## src/rtl/uart_pkg.sv

```systemverilog
// Shared UART definitions: one-hot FSM encodings, oversampling ratio and a width helper.
package uart_pkg;

    localparam int OVERSAMPLE = 16;

    localparam logic [4:0] ST_IDLE   = 5'b00001;
    localparam logic [4:0] ST_START  = 5'b00010;
    localparam logic [4:0] ST_DATA   = 5'b00100;
    localparam logic [4:0] ST_PARITY = 5'b01000;
    localparam logic [4:0] ST_STOP   = 5'b10000;

    // Number of bits needed to hold the value itself: clogb2(15) = 4, clogb2(31) = 5.
    function automatic int clogb2(input int value);
        int n;
        n = 0;
        for (int v = value; v > 0; v = v >> 1) begin
            n++;
        end
        return n;
    endfunction

endpackage

```

## src/rtl/uart_tx.sv

```systemverilog
// UART transmitter: start bit, NB_DATA data bits LSB first, optional parity, stop period,
// all timed from the shared 16x oversampling tick.
module uart_tx
    import uart_pkg::*;
#(
    parameter int NB_DATA    = 8,
    parameter int SB_TICKS   = 16,
    parameter int PARITY_EN  = 0,
    parameter int PARITY_ODD = 0
) (
    input  logic               clk,
    input  logic               i_rst_n,
    input  logic               i_tick,
    input  logic               i_txstart,
    input  logic [NB_DATA-1:0] i_data,
    output logic               o_tx,
    output logic               o_txdone,
    output logic               o_busy
);

    localparam int NB_TICK = clogb2(SB_TICKS - 1);
    localparam int NB_BIT  = (NB_DATA > 1) ? clogb2(NB_DATA - 1) : 1;

    localparam logic [NB_TICK-1:0] TICK_LAST = NB_TICK'(OVERSAMPLE - 1);
    localparam logic [NB_TICK-1:0] STOP_LAST = NB_TICK'(SB_TICKS - 1);
    localparam logic [NB_BIT-1:0]  BIT_LAST  = NB_BIT'(NB_DATA - 1);
    localparam logic               ODD_BIT   = (PARITY_ODD != 0);
    localparam logic [4:0]         AFTER_DATA = (PARITY_EN != 0) ? ST_PARITY : ST_STOP;

    logic [4:0]         state, state_next;
    logic [NB_TICK-1:0] tick_cnt, tick_next;
    logic [NB_BIT-1:0]  bit_cnt, bit_next;
    logic [NB_DATA-1:0] shreg, shreg_next;
    logic               parity, parity_next;
    logic               done_next;
    logic               tx_next;

    always_comb begin
        state_next  = state;
        tick_next   = tick_cnt;
        bit_next    = bit_cnt;
        shreg_next  = shreg;
        parity_next = parity;
        done_next   = 1'b0;

        case (state)
            ST_IDLE: begin
                // A tick in the accepting cycle is deliberately not counted.
                if (i_txstart) begin
                    shreg_next  = i_data;
                    parity_next = (^i_data) ^ ODD_BIT;
                    tick_next   = '0;
                    state_next  = ST_START;
                end
            end

            ST_START: begin
                if (i_tick) begin
                    if (tick_cnt == TICK_LAST) begin
                        tick_next  = '0;
                        bit_next   = '0;
                        state_next = ST_DATA;
                    end else begin
                        tick_next = tick_cnt + 1'b1;
                    end
                end
            end

            ST_DATA: begin
                if (i_tick) begin
                    if (tick_cnt == TICK_LAST) begin
                        tick_next  = '0;
                        shreg_next = shreg >> 1;
                        if (bit_cnt == BIT_LAST) begin
                            state_next = AFTER_DATA;
                        end else begin
                            bit_next = bit_cnt + 1'b1;
                        end
                    end else begin
                        tick_next = tick_cnt + 1'b1;
                    end
                end
            end

            ST_PARITY: begin
                if (i_tick) begin
                    if (tick_cnt == TICK_LAST) begin
                        tick_next  = '0;
                        state_next = ST_STOP;
                    end else begin
                        tick_next = tick_cnt + 1'b1;
                    end
                end
            end

            ST_STOP: begin
                if (i_tick) begin
                    if (tick_cnt == STOP_LAST) begin
                        tick_next  = '0;
                        done_next  = 1'b1;
                        state_next = ST_IDLE;
                    end else begin
                        tick_next = tick_cnt + 1'b1;
                    end
                end
            end

            default: begin
                tick_next  = '0;
                bit_next   = '0;
                state_next = ST_IDLE;
            end
        endcase
    end

    // Line level is decoded from the next state so o_tx can come straight from a flop.
    always_comb begin
        tx_next = 1'b1;
        case (state_next)
            ST_START:  tx_next = 1'b0;
            ST_DATA:   tx_next = shreg_next[0];
            ST_PARITY: tx_next = parity_next;
            default:   tx_next = 1'b1;
        endcase
    end

    always_ff @(posedge clk or negedge i_rst_n) begin
        if (!i_rst_n) begin
            state    <= ST_IDLE;
            tick_cnt <= '0;
            bit_cnt  <= '0;
            shreg    <= '0;
            parity   <= 1'b0;
            o_tx     <= 1'b1;
            o_txdone <= 1'b0;
            o_busy   <= 1'b0;
        end else begin
            state    <= state_next;
            tick_cnt <= tick_next;
            bit_cnt  <= bit_next;
            shreg    <= shreg_next;
            parity   <= parity_next;
            o_tx     <= tx_next;
            o_txdone <= done_next;
            o_busy   <= (state_next != ST_IDLE);
        end
    end

    a_state_onehot: assert property (@(posedge clk) disable iff (!i_rst_n) $onehot(state));
    a_done_not_busy: assert property (@(posedge clk) disable iff (!i_rst_n) o_txdone |-> !o_busy);

endmodule

```

## config.mk

```make
export PLATFORM = sky130hd
export DESIGN_NAME = uart_tx
export DESIGN_NICKNAME = d
export VERILOG_FILES = /design/src/rtl/uart_pkg.sv /design/src/rtl/uart_tx.sv
export SDC_FILE = /design/constraint.sdc
export NUM_CORES = 1
export LEC_CHECK = 0
export BUFFER_PORTS_ARGS = -buffer_cell sky130_fd_sc_hd__buf_4
export CAP_MARGIN = 10
export CORE_ASPECT_RATIO = 0.9
export CORE_UTILIZATION = 40
export CTS_BUF_LIST = sky130_fd_sc_hd__clkbuf_16
export DETAILED_ROUTE_END_ITERATION = 10
export GPL_ROUTABILITY_DRIVEN = 1
export PLACE_DENSITY = 0.69
export SKIP_CTS_REPAIR_TIMING = 1
export SLEW_MARGIN = 20
export SYNTH_ARGS = -nofsm -noshare
export SYNTH_HDL_FRONTEND = slang
export SYNTH_SLANG_ARGS = --single-unit
export TNS_END_PERCENT = 30
```

## constraint.sdc

```tcl
create_clock -name clk -period 1.8 [get_ports clk]
set_clock_uncertainty 0.15 [all_clocks]
set_input_delay 0.54 -clock clk [delete_from_list [all_inputs] [get_ports clk]]
set_output_delay 0.54 -clock clk [all_outputs]
set_load 0.05 [all_outputs]
```

Yosys cells after proc, flatten, opt, wreduce, memory -nomap -nowiden
Index checks and enable logic that the tools add are counted.
- add/sub/neg operators: 2
- $mul: 0
- divide/modulo/power cells: 0
- order comparisons: 0
- equality and inequality tests: 18
- shift operators: 0
- muxes and demuxes: 31
- bitwise logic cells: 1
- reductions and logical operators: 7
- operator list (operator ; count):
    5-bit two-way mux ; 10
    5-bit one-hot mux with 5 select lines ; 1
    8-bit two-way mux ; 3
    8-bit one-hot mux with 2 select lines ; 1
    3-bit two-way mux ; 5
    4-bit two-way mux ; 3
    2-bit inequality test, second input constant ; 6
    5-bit by 2-bit equality test with 1-bit output, second input constant ; 2
    5-bit by 3-bit equality test with 1-bit output, second input constant ; 2
    5-bit by 4-bit equality test with 1-bit output, second input constant ; 2
    3-bit one-hot mux with 3 select lines ; 1
    4-bit one-hot mux with 2 select lines ; 1
    8-bit XOR reduction ; 1
    6-bit AND reduction ; 1
    5-bit by 1-bit equality test with 1-bit output, second input constant ; 1
    5-bit equality test, second input constant ; 1
    1-bit two-way mux ; 5
    5-bit by 1-bit inequality test with 1-bit output, second input constant ; 1
    4-bit by 1-bit adder with 4-bit output, second input constant ; 1
    4-bit equality test, second input constant ; 1
    4-bit AND reduction ; 1
    4-bit OR reduction ; 1
    3-bit by 1-bit adder with 3-bit output, second input constant ; 1
    3-bit equality test, second input constant ; 1
    6 further kinds ; 6
- register bits after elaboration: 24
- latch bits: 0
- bits in writable memories: 0
- ROM bits: 0
- input port bits: 12
- output and inout port bits: 3
- logic and storage cells: 68
- memories: 0

Logic depth before layout (Yosys ltp)
Gate-level depths: netlist of the first run.
- depth after elaboration: 7
- depth in mapped cells: 8
- gate-level depth less buffers: 6

Worst setup path after synthesis of the first run
OpenSTA, ideal clock, no wires.
- path type: flip-flop to flip-flop
- start: register tick_cnt[0]
- end: register bit_cnt[0]
- setup time: 125 ps
- data arrival time: 1636 ps
- data required time: 1525 ps
- slack: -111 ps
- cell stages (with the launch flop): 8
- buffers on the path: 2
- clock period less this slack: 1911 ps
- path through: dfrtp_1 ha_1 and4_1 buf_2 and3_1 buf_4 nor2b_1 mux2_2
- longest elaborated chain between the ends: 3
- elaborated cells between the ends (all ways): 4
- those cells by class: eq/ne: 3; reduce/logical: 1
- RTL lines (item ; line ; text):
    start, declared ; uart_tx.sv:31 ; logic [NB_TICK-1:0] tick_cnt, tick_next;
    start signal, assigned ; uart_tx.sv:139 ; tick_cnt <= tick_next;
    4-bit equality test (*) ; uart_tx.sv:59, uart_tx.sv:71 ;
    2-bit inequality test (no line) ; -- ;
    6-bit AND reduction (no line) (*) ; -- ;
    end signal, assigned ; uart_tx.sv:140 ; bit_cnt <= bit_next;
    end, declared ; uart_tx.sv:32 ; logic [NB_BIT-1:0] bit_cnt, bit_next;
Mark *: on every way between the ends. The rest lies on a longest branch, timed or not.
A chain may end at the register's enable or synchronous reset.

Final worst setup path of the first run
- start: register tick_cnt[0]
- end: register o_tx
- longest elaborated chain between the ends: 6
- elaborated cells between the ends (all ways): 17
- those cells by class: eq/ne: 4; mux: 13
- RTL lines (item ; line ; text):
    4-bit equality test (*) ; -- ;
    5-bit two-way mux, on equally long branches (2 in series) ; -- ;
    5-bit one-hot mux with 5 select lines (*) ; uart_tx.sv:46 ; case (state)
    via state_next[4] ; uart_tx.sv:30 ; logic [4:0] state, state_next;
    5-bit by 4-bit equality test with 1-bit output, or another cell as far along ; uart_tx.sv:119 ; case (state_next)
    1-bit one-hot mux with 3 select lines (*) ; uart_tx.sv:119 ;
    via tx_next ; uart_tx.sv:36 ; logic tx_next;
    end signal, assigned ; uart_tx.sv:143 ; o_tx <= tx_next;
    end, declared ; uart_tx.sv:16 ; output logic o_tx,
The timed path passes the listed nets; every way through them passes the cells marked *. The select of a mux whose other input is x is not followed.

==> results of run 1 <==
[cell families after synthesis]
group / share of synthesized area, %
xor+xnor: 5.11
buf+inv: 3.10
flops: 44.0
simple gates: 25.7
fa+ha+maj: 2.74
compound gates: 18.5
mux: 0.821
[how the worst max path moves through the flow]
stage | from | endpoint | slack [ns] | depth (start not counted)
3_5_place_dp | bit_cnt[0] | o_tx | -0.05 | 6
3_3_place_gp | i_tick | o_tx | -0.04 | 5
6_report | tick_cnt[0] | o_tx | 0.004 | 5
4_1_cts | bit_cnt[0] | o_tx | -0.07 | 6
2_1_floorplan | tick_cnt[1] | bit_cnt[0] | -0.02 | 7
5_1_grt | tick_cnt[0] | bit_cnt[0] | -0.07 | 6
[final cells by class]
cell class,count,area (um^2),share of cell area (%)
multi-input cells,105,802,43.0
flip-flops and latches,24,604,32.4
repair buffers,39,293,15.7
clock buffers,3,75.1,4.03
well taps,42,52.6,2.82
clock inverters,1,30.0,1.61
inverters,2,7.51,0.403
[per-layer routing]
| layer | global-route usage (%) | vias up |
|---|---|---|
| met5 | 0 | - |
| met4 | 7.14 | 0 |
| met3 | 3.00 | 6 |
| met2 | 30.7 | 38 |
| met1 | 26.0 | 565 |
| li1 | - | 568 |
[worst reg2reg max path: stages (launching register included)]
cell	delay [ns]
sky130_fd_sc_hd__dfrtp_1	0.39
sky130_fd_sc_hd__ha_4	0.17
sky130_fd_sc_hd__nand4_1	0.17
sky130_fd_sc_hd__or4_1	0.54
sky130_fd_sc_hd__a21oi_2	0.19
sky130_fd_sc_hd__nand3b_1	0.13
[power by group through the flow]
stage / Sequential, mW / Combinational, mW / Clock [mW]
global route: 0.718 / 0.574 / 0.661
floorplan: 0.749 / 0.259 / 0
detailed placement: 0.710 / 0.466 / 0
global placement: 0.706 / 0.444 / 0
CTS: 0.703 / 0.468 / 0.641
finish: 0.710 / 0.527 / 0.633
[state kept, by name, summed over array words and instances (netlist names)]
name      count
o_txdone      1
o_tx          1
parity        1
o_busy        1
shreg         8
state         5
bit_cnt       3
tick_cnt      4
[layout by cell type (no fill, tap or decap), types with 2 or more instances in the layout]
cell type,n
sky130_fd_sc_hd__o21ai_1,3
sky130_fd_sc_hd__nor3b_2,2
sky130_fd_sc_hd__nor2b_4,2
sky130_fd_sc_hd__buf_4,39
sky130_fd_sc_hd__dfrtp_1,21
sky130_fd_sc_hd__or3_1,2
sky130_fd_sc_hd__dfstp_2,2
sky130_fd_sc_hd__nand2_1,22
sky130_fd_sc_hd__a21oi_2,3
sky130_fd_sc_hd__o21ai_0,3
sky130_fd_sc_hd__nand3b_1,2
sky130_fd_sc_hd__nor2_1,4
sky130_fd_sc_hd__a21o_1,4
sky130_fd_sc_hd__nand4_1,4
sky130_fd_sc_hd__a22o_1,2
sky130_fd_sc_hd__xnor2_1,7
sky130_fd_sc_hd__nand2b_1,3
sky130_fd_sc_hd__nor3_1,3
sky130_fd_sc_hd__a22oi_1,6
sky130_fd_sc_hd__clkbuf_16,3
sky130_fd_sc_hd__inv_1,2
sky130_fd_sc_hd__nor2b_1,2
sky130_fd_sc_hd__a21oi_1,5
sky130_fd_sc_hd__ha_4,2
sky130_fd_sc_hd__nand3_1,3
==> parameters.txt, run 1 <==
Parameter                              Value

Outcome
  Outcome    finished, final reports clean

Timing
  Crit share post-route    about 100%
  Crit path setup slack, layout    ~0.0037 ns
  Final-report max-slew violation count    0
  Total Negative Setup Slacks    0 ns
  Unrepaired setup endpoints after global routing    yes
  Maximum clock rate    0.557 GHz
  Number of failing hold endpoints at the final stage    0
  Setup violations, final    0
  Relative slew margins    between 70% and 80%
  Actual transition at the worst max-transition pin    roughly 0.31 ns
  Min Hold Slack    about 0.024 ns
  Final Critical Period    1.80 ns

Floorplanning
  Count of pins on the block boundary    15
  Die width    63.7 um
  Initial Util    between 40% and 50%
  Die H    between 50 and 60 um
  Placeable core region    3160 um^2
  Area enclosed by the die boundary    about 3700 um^2
  Number of rows in the core area    19

Final layout
  Antenna diodes    0
  Layout Nets    190
  Fin util    59.0%
  Number of fillers in the final layout    between 200 and 300
  Area added between synthesis and finish    35.9%
  Final standard cell count with taps included and fillers excluded    216
  Final design instance area without fill    1860 um^2
  Share of final-layout standard cells stronger than drive strength 1    between 30% and 40%

Global route
  Total global routing overflow    0
  Pin count of the biggest net entering global routing    25
  First-pass GRT wire length    about 5.3 mm
  Vias in the first global route    1123
  Global-route usage over all layers    a little under a fifth
  Number of antenna violations at the first check in global routing    0

Synthesis
  Register area share after synthesis    44.0%
  Dominant register cell in the synthesized netlist    sky130_fd_sc_hd__dfrtp_1
  EDFF count, synth    0
  Mapped Cells    between 100 and 150
  Top post-synthesis cells by count    22 x sky130_fd_sc_hd__dfrtp_1, 22 x sky130_fd_sc_hd__nand2_1, 8 x sky130_fd_sc_hd__a21oi_1, 7 x sky130_fd_sc_hd__xnor2_1, 6 x sky130_fd_sc_hd__a22oi_1
  Cells taking the most area after synthesis    sky130_fd_sc_hd__dfrtp_1 40%, sky130_fd_sc_hd__nand2_1 6.0%, sky130_fd_sc_hd__xnor2_1 4.5%, sky130_fd_sc_hd__dfstp_2 3.8%, sky130_fd_sc_hd__a22oi_1 3.3%
  Count of state elements after synthesis    24
  Area fraction of the dominant cell type after synthesis    approximately two fifths
  Syn nets    ~150
  Mean instance size in the synthesized netlist    between 10 and 15 um^2
  Post-synth ARST share    100%
  Cell area after synthesis    between 1000 and 1500 um^2
  Number of warnings issued by yosys    0
  Unique cell type count in the Yosys netlist    39
  Largest area contributor in the synthesized netlist    sky130_fd_sc_hd__dfrtp_1

Clock network
  Clk Latency, worst-skew pair    0.26 ns
  Total clock buffers created by CTS    3
  Clock transition at the register clock pins on the worst setup and hold paths after CTS    about 0.06 ns
  Longest Clk Path Bufs    2
  Clk Tree Root Cell    sky130_fd_sc_hd__clkbuf_16
  CTS H-tree lvls    1
  Clock tree from TritonCTS    yes
  Total number of clock tree sinks    24

Worst setup path
  Critical path required time    about 1.9 ns
  Slowest cell delay on critical path    ~0.54 ns
  Buffer and inverter count on the worst path    0
  Worst path top cell family by delay    simple AND/OR/NAND/NOR gates
  Cells along the critical path    ha_4 > nand4_1 > or4_1 > a21oi_2 > nand3b_1
  Worst flop-to-flop path endpoint    o_tx
  Type of element launching the critical path    flip-flop
  Crit path arrival time    ~1.8 ns
  Category of the critical setup timing path    flip-flop to flip-flop
  Slowest stage cell on the critical path    sky130_fd_sc_hd__or4_1
  Worst reg-to-reg setup slack    roughly 0.0037 ns
  Critical path peak fanout    4
  Startpoint of the worst-slack reg-to-reg timing path    tick_cnt[0]
  Worst reg-to-reg path cell count    5
  Endpoint class of the critical path    flip-flop

Routing
  Via count normalized by instance count    between 5 and 6
  DRT met1 WL    1.51 mm
  Met3 routed wirelength    around 160 um
  Detail-routed net length per standard cell    roughly 16 um
  Number of violations reported at the end of detailed-routing iteration 0    159
  Total Wirelength    ~3.4 mm
  Highest metal layer with signal wires    met4
  DRC errors left    0
  Amount of wire on met2 after detailed routing    1.63 mm
  Vias    between 1000 and 1500
  Drt first pass iters    4
  Detail Route Antenna Nets    0

Place
  Placed instance count    around 210
  Placed cell area    about 1700 um^2
  IO Port Bufs    14
  HPWL reported at the end of detailed placement    around 2.4 mm
  Gpl congestion    between 0.9 and 1
  Dpl ws    -0.0533 ns

Power
  Share of power burned in the clock network    between 30% and 40%
  Power Total    ~1.9 mW
  Total leakage power    about 0.88 nW
  Internal cell power    between 1 and 1.5 mW
  NetSw    roughly 0.52 mW
  Power share of the sequential group    between 30% and 40%
  Cell area power density    around 1000 nW/um^2
  Sw Ratio    about 28%
  Combinational group share of total power    between 20% and 30%
  Worst vdd ir    0.445 mV

Hold path
  Classification of the worst-slack hold path    input pin to async pin

Run
  Number of max-cap violations    0
Power figures use the tool's default switching activity.
==> inputs of run 2 (changes only) <==
==> constraint.sdc (replaced) <==
create_clock -name clk -period 1.8 [get_ports clk]
set_clock_uncertainty 0.15 [all_clocks]
set_input_delay 0.36 -clock clk [delete_from_list [all_inputs] [get_ports clk]]
set_output_delay 0.36 -clock clk [all_outputs]
set_load 0.05 [all_outputs]
==> parameters.txt, run 2 (synthesis gave the netlist of run 1 again) <==
Parameter                              Value

Outcome
  Outcome    finished, violations left
  Failing checks    negative setup slack

Power
  Sw Ratio    27.7% (-0.20 points)
  Cell area power density    1000 nW/um^2 (-0.13%)
  NetSw    0.514 mW (-1.5%)
  Total leakage power    0.872 nW (-1.3%)
  Internal cell power    1.34 mW (-0.53%)
  Worst vdd ir    0.452 mV (+1.5%)
  Power share of the sequential group    38.2% (+0.2 points)
  Share of power burned in the clock network    34.1% (+0.3 points)
  Power Total    1.86 mW (-0.80%)
  Combinational group share of total power    27.6% (-0.6 points)

Floorplanning
  Initial Util    43.4% (unchanged)
  Placeable core region    3160 um^2 (unchanged)
  Area enclosed by the die boundary    3670 um^2 (unchanged)
  Number of rows in the core area    19 (unchanged)
  Die H    57.5 um (unchanged)
  Count of pins on the block boundary    15 (unchanged)
  Die width    63.7 um (unchanged)

Worst setup path
  Category of the critical setup timing path    flip-flop to flip-flop
  Slowest cell delay on critical path    0.43 ns (-0.11 ns)
  Type of element launching the critical path    flip-flop
  Slowest stage cell on the critical path    sky130_fd_sc_hd__or3b_4
  Crit path arrival time    1.86 ns (+0.02 ns)
  Endpoint class of the critical path    flip-flop
  Critical path peak fanout    4 (unchanged)
  Cells along the critical path    or3b_4 > a2111oi_4 > o311a_1 > o21ai_1 > nand3b_1
  Critical path required time    1.85 ns (about the same)

Routing
  DRC errors left    0 (unchanged)
  Detail-routed net length per standard cell    15.7 um (+1.4%)
  Number of violations reported at the end of detailed-routing iteration 0    59 (-63%)
  Total Wirelength    3.35 mm (about the same)
  Detail Route Antenna Nets    0 (unchanged)
  Vias    1198 (+1.8%)
  Via count normalized by instance count    5.62 (+3.2%)
  Drt first pass iters    4 (unchanged)

Clock network
  CTS H-tree lvls    1 (unchanged)
  Clock transition at the register clock pins on the worst setup and hold paths after CTS    0.06 ns (about the same)
  Clk Tree Root Cell    sky130_fd_sc_hd__clkbuf_16
  Clk Latency, worst-skew pair    0.26 ns (about the same)
  Total number of clock tree sinks    24 (unchanged)
  Total clock buffers created by CTS    3 (unchanged)
  Clock tree from TritonCTS    yes
  Longest Clk Path Bufs    2 (unchanged)

Timing
  Min Hold Slack    0.192 ns (+0.169 ns)
  Setup violations, final    1 (+1)
  Number of failing hold endpoints at the final stage    0 (unchanged)
  Final Critical Period    1.81 ns (+0.0136 ns)
  Total Negative Setup Slacks    -0.00995 ns (-0.00995 ns)
  Crit path setup slack, layout    -0.00995 ns (-0.0136 ns)
  Maximum clock rate    0.553 GHz (-0.75%)
  Relative slew margins    71.0% (-8.2 points)
  Unrepaired setup endpoints after global routing    yes
  Final-report max-slew violation count    0 (unchanged)
  Actual transition at the worst max-transition pin    0.434 ns (+0.123 ns)
  Crit share post-route    101% (+0.76 points)

Final layout
  Top Registers    shreg (8), state (5), tick_cnt (4)
  Largest register by flop count    shreg
  Commonest non-fill, non-tap cells in the layout    35 x sky130_fd_sc_hd__buf_4, 22 x sky130_fd_sc_hd__nand2_1, 21 x sky130_fd_sc_hd__dfrtp_1
  Layout Nets    187 (-1.6%)
  Most common library cell in the layout ignoring fill and taps    sky130_fd_sc_hd__buf_4
  Antenna diodes    0 (unchanged)
  Flip-flop count of the largest register after layout    8 (unchanged)
  Number of fillers in the final layout    272 (+1.1%)
  Footprint of the multi-input gates    810 um^2 (+0.94%)
  Share of final-layout standard cells stronger than drive strength 1    39.2% (-0.47 points)
  Area added between synthesis and finish    35.0%
  Reg area    604 um^2 (unchanged)

Hold path
  Classification of the worst-slack hold path    input pin to flip-flop

Place
  Gpl congestion    0.932 (+2.5%)
  Dpl ws    -0.00449 ns (+0.0488 ns)
  HPWL reported at the end of detailed placement    2.23 mm (-7.0%)
  IO Port Bufs    14 (unchanged)

Global route
  Vias in the first global route    1153 (+2.7%)
  Global-route usage over all layers    18.0% (-1.1 points)
  Pin count of the biggest net entering global routing    25 (unchanged)
  Number of antenna violations at the first check in global routing    0 (unchanged)
  Total global routing overflow    0 (unchanged)
  First-pass GRT wire length    5.18 mm (-2.5%)

Run
  Number of max-cap violations    0 (unchanged)
-- run 2: power groups by stage --
stage	registers, mW	logic (mW)	clock network, mW
floorplan	0.749	0.259	0
global route	0.722	0.557	0.653
CTS	0.699	0.449	0.640
global placement	0.702	0.434	0
detailed placement	0.709	0.446	0
finish	0.710	0.512	0.633
-- run 2: metrics by stage --
step	utilization [%]	instance area (um^2)	std cells
after floorplan	-	1400	137
after global placement	51.3	1620	202
after detailed placement	51.3	1620	202
after CTS	54.6	1730	206
after global routing	58.6	1850	213
final	58.6	1850	213
-- run 2: cell type report --
class	count	share of cell area, %
Timing Repair Buffer	36	14.7
Clock inverter	1	1.62
Inverter	2	0.405
Sequential cell	24	32.6
Clock buffer	3	4.05
Multi-Input combinational cell	105	43.7
Tap cell	42	2.84
-- run 2: routing by layer --
layer	vias to the layer above	global-route usage (%)	wire, um
met5	-	0	0
met4	0	3.57	45
met3	5	3.80	102
met2	28	30.4	1650
met1	600	24.0	1550
li1	565	-	-
-- run 2: worst max-delay path: cells and delay by family, from the launching register on --
family,cells,cell delay [ns]
flip-flops,1,0.42
AO/OA/AOI/OAI,3,0.66
AND/OR/NAND/NOR,2,0.52
-- run 2: worst paths after layout --
check | start | to | slack, ns | depth (start not counted)
worst max-delay path | state[1] | o_tx | -0.01 | 5
worst min-delay path | i_data[7] | shreg[7] | 0.19 | 3
worst max register to register | state[1] | o_tx | -0.01 | 5
worst min register to register | shreg[2] | shreg[2] | 0.33 | 2
max in group asynchronous | i_rst_n | state[0] | 0.82 | 2
min in group asynchronous | i_rst_n | tick_cnt[2] | 0.39 | 2
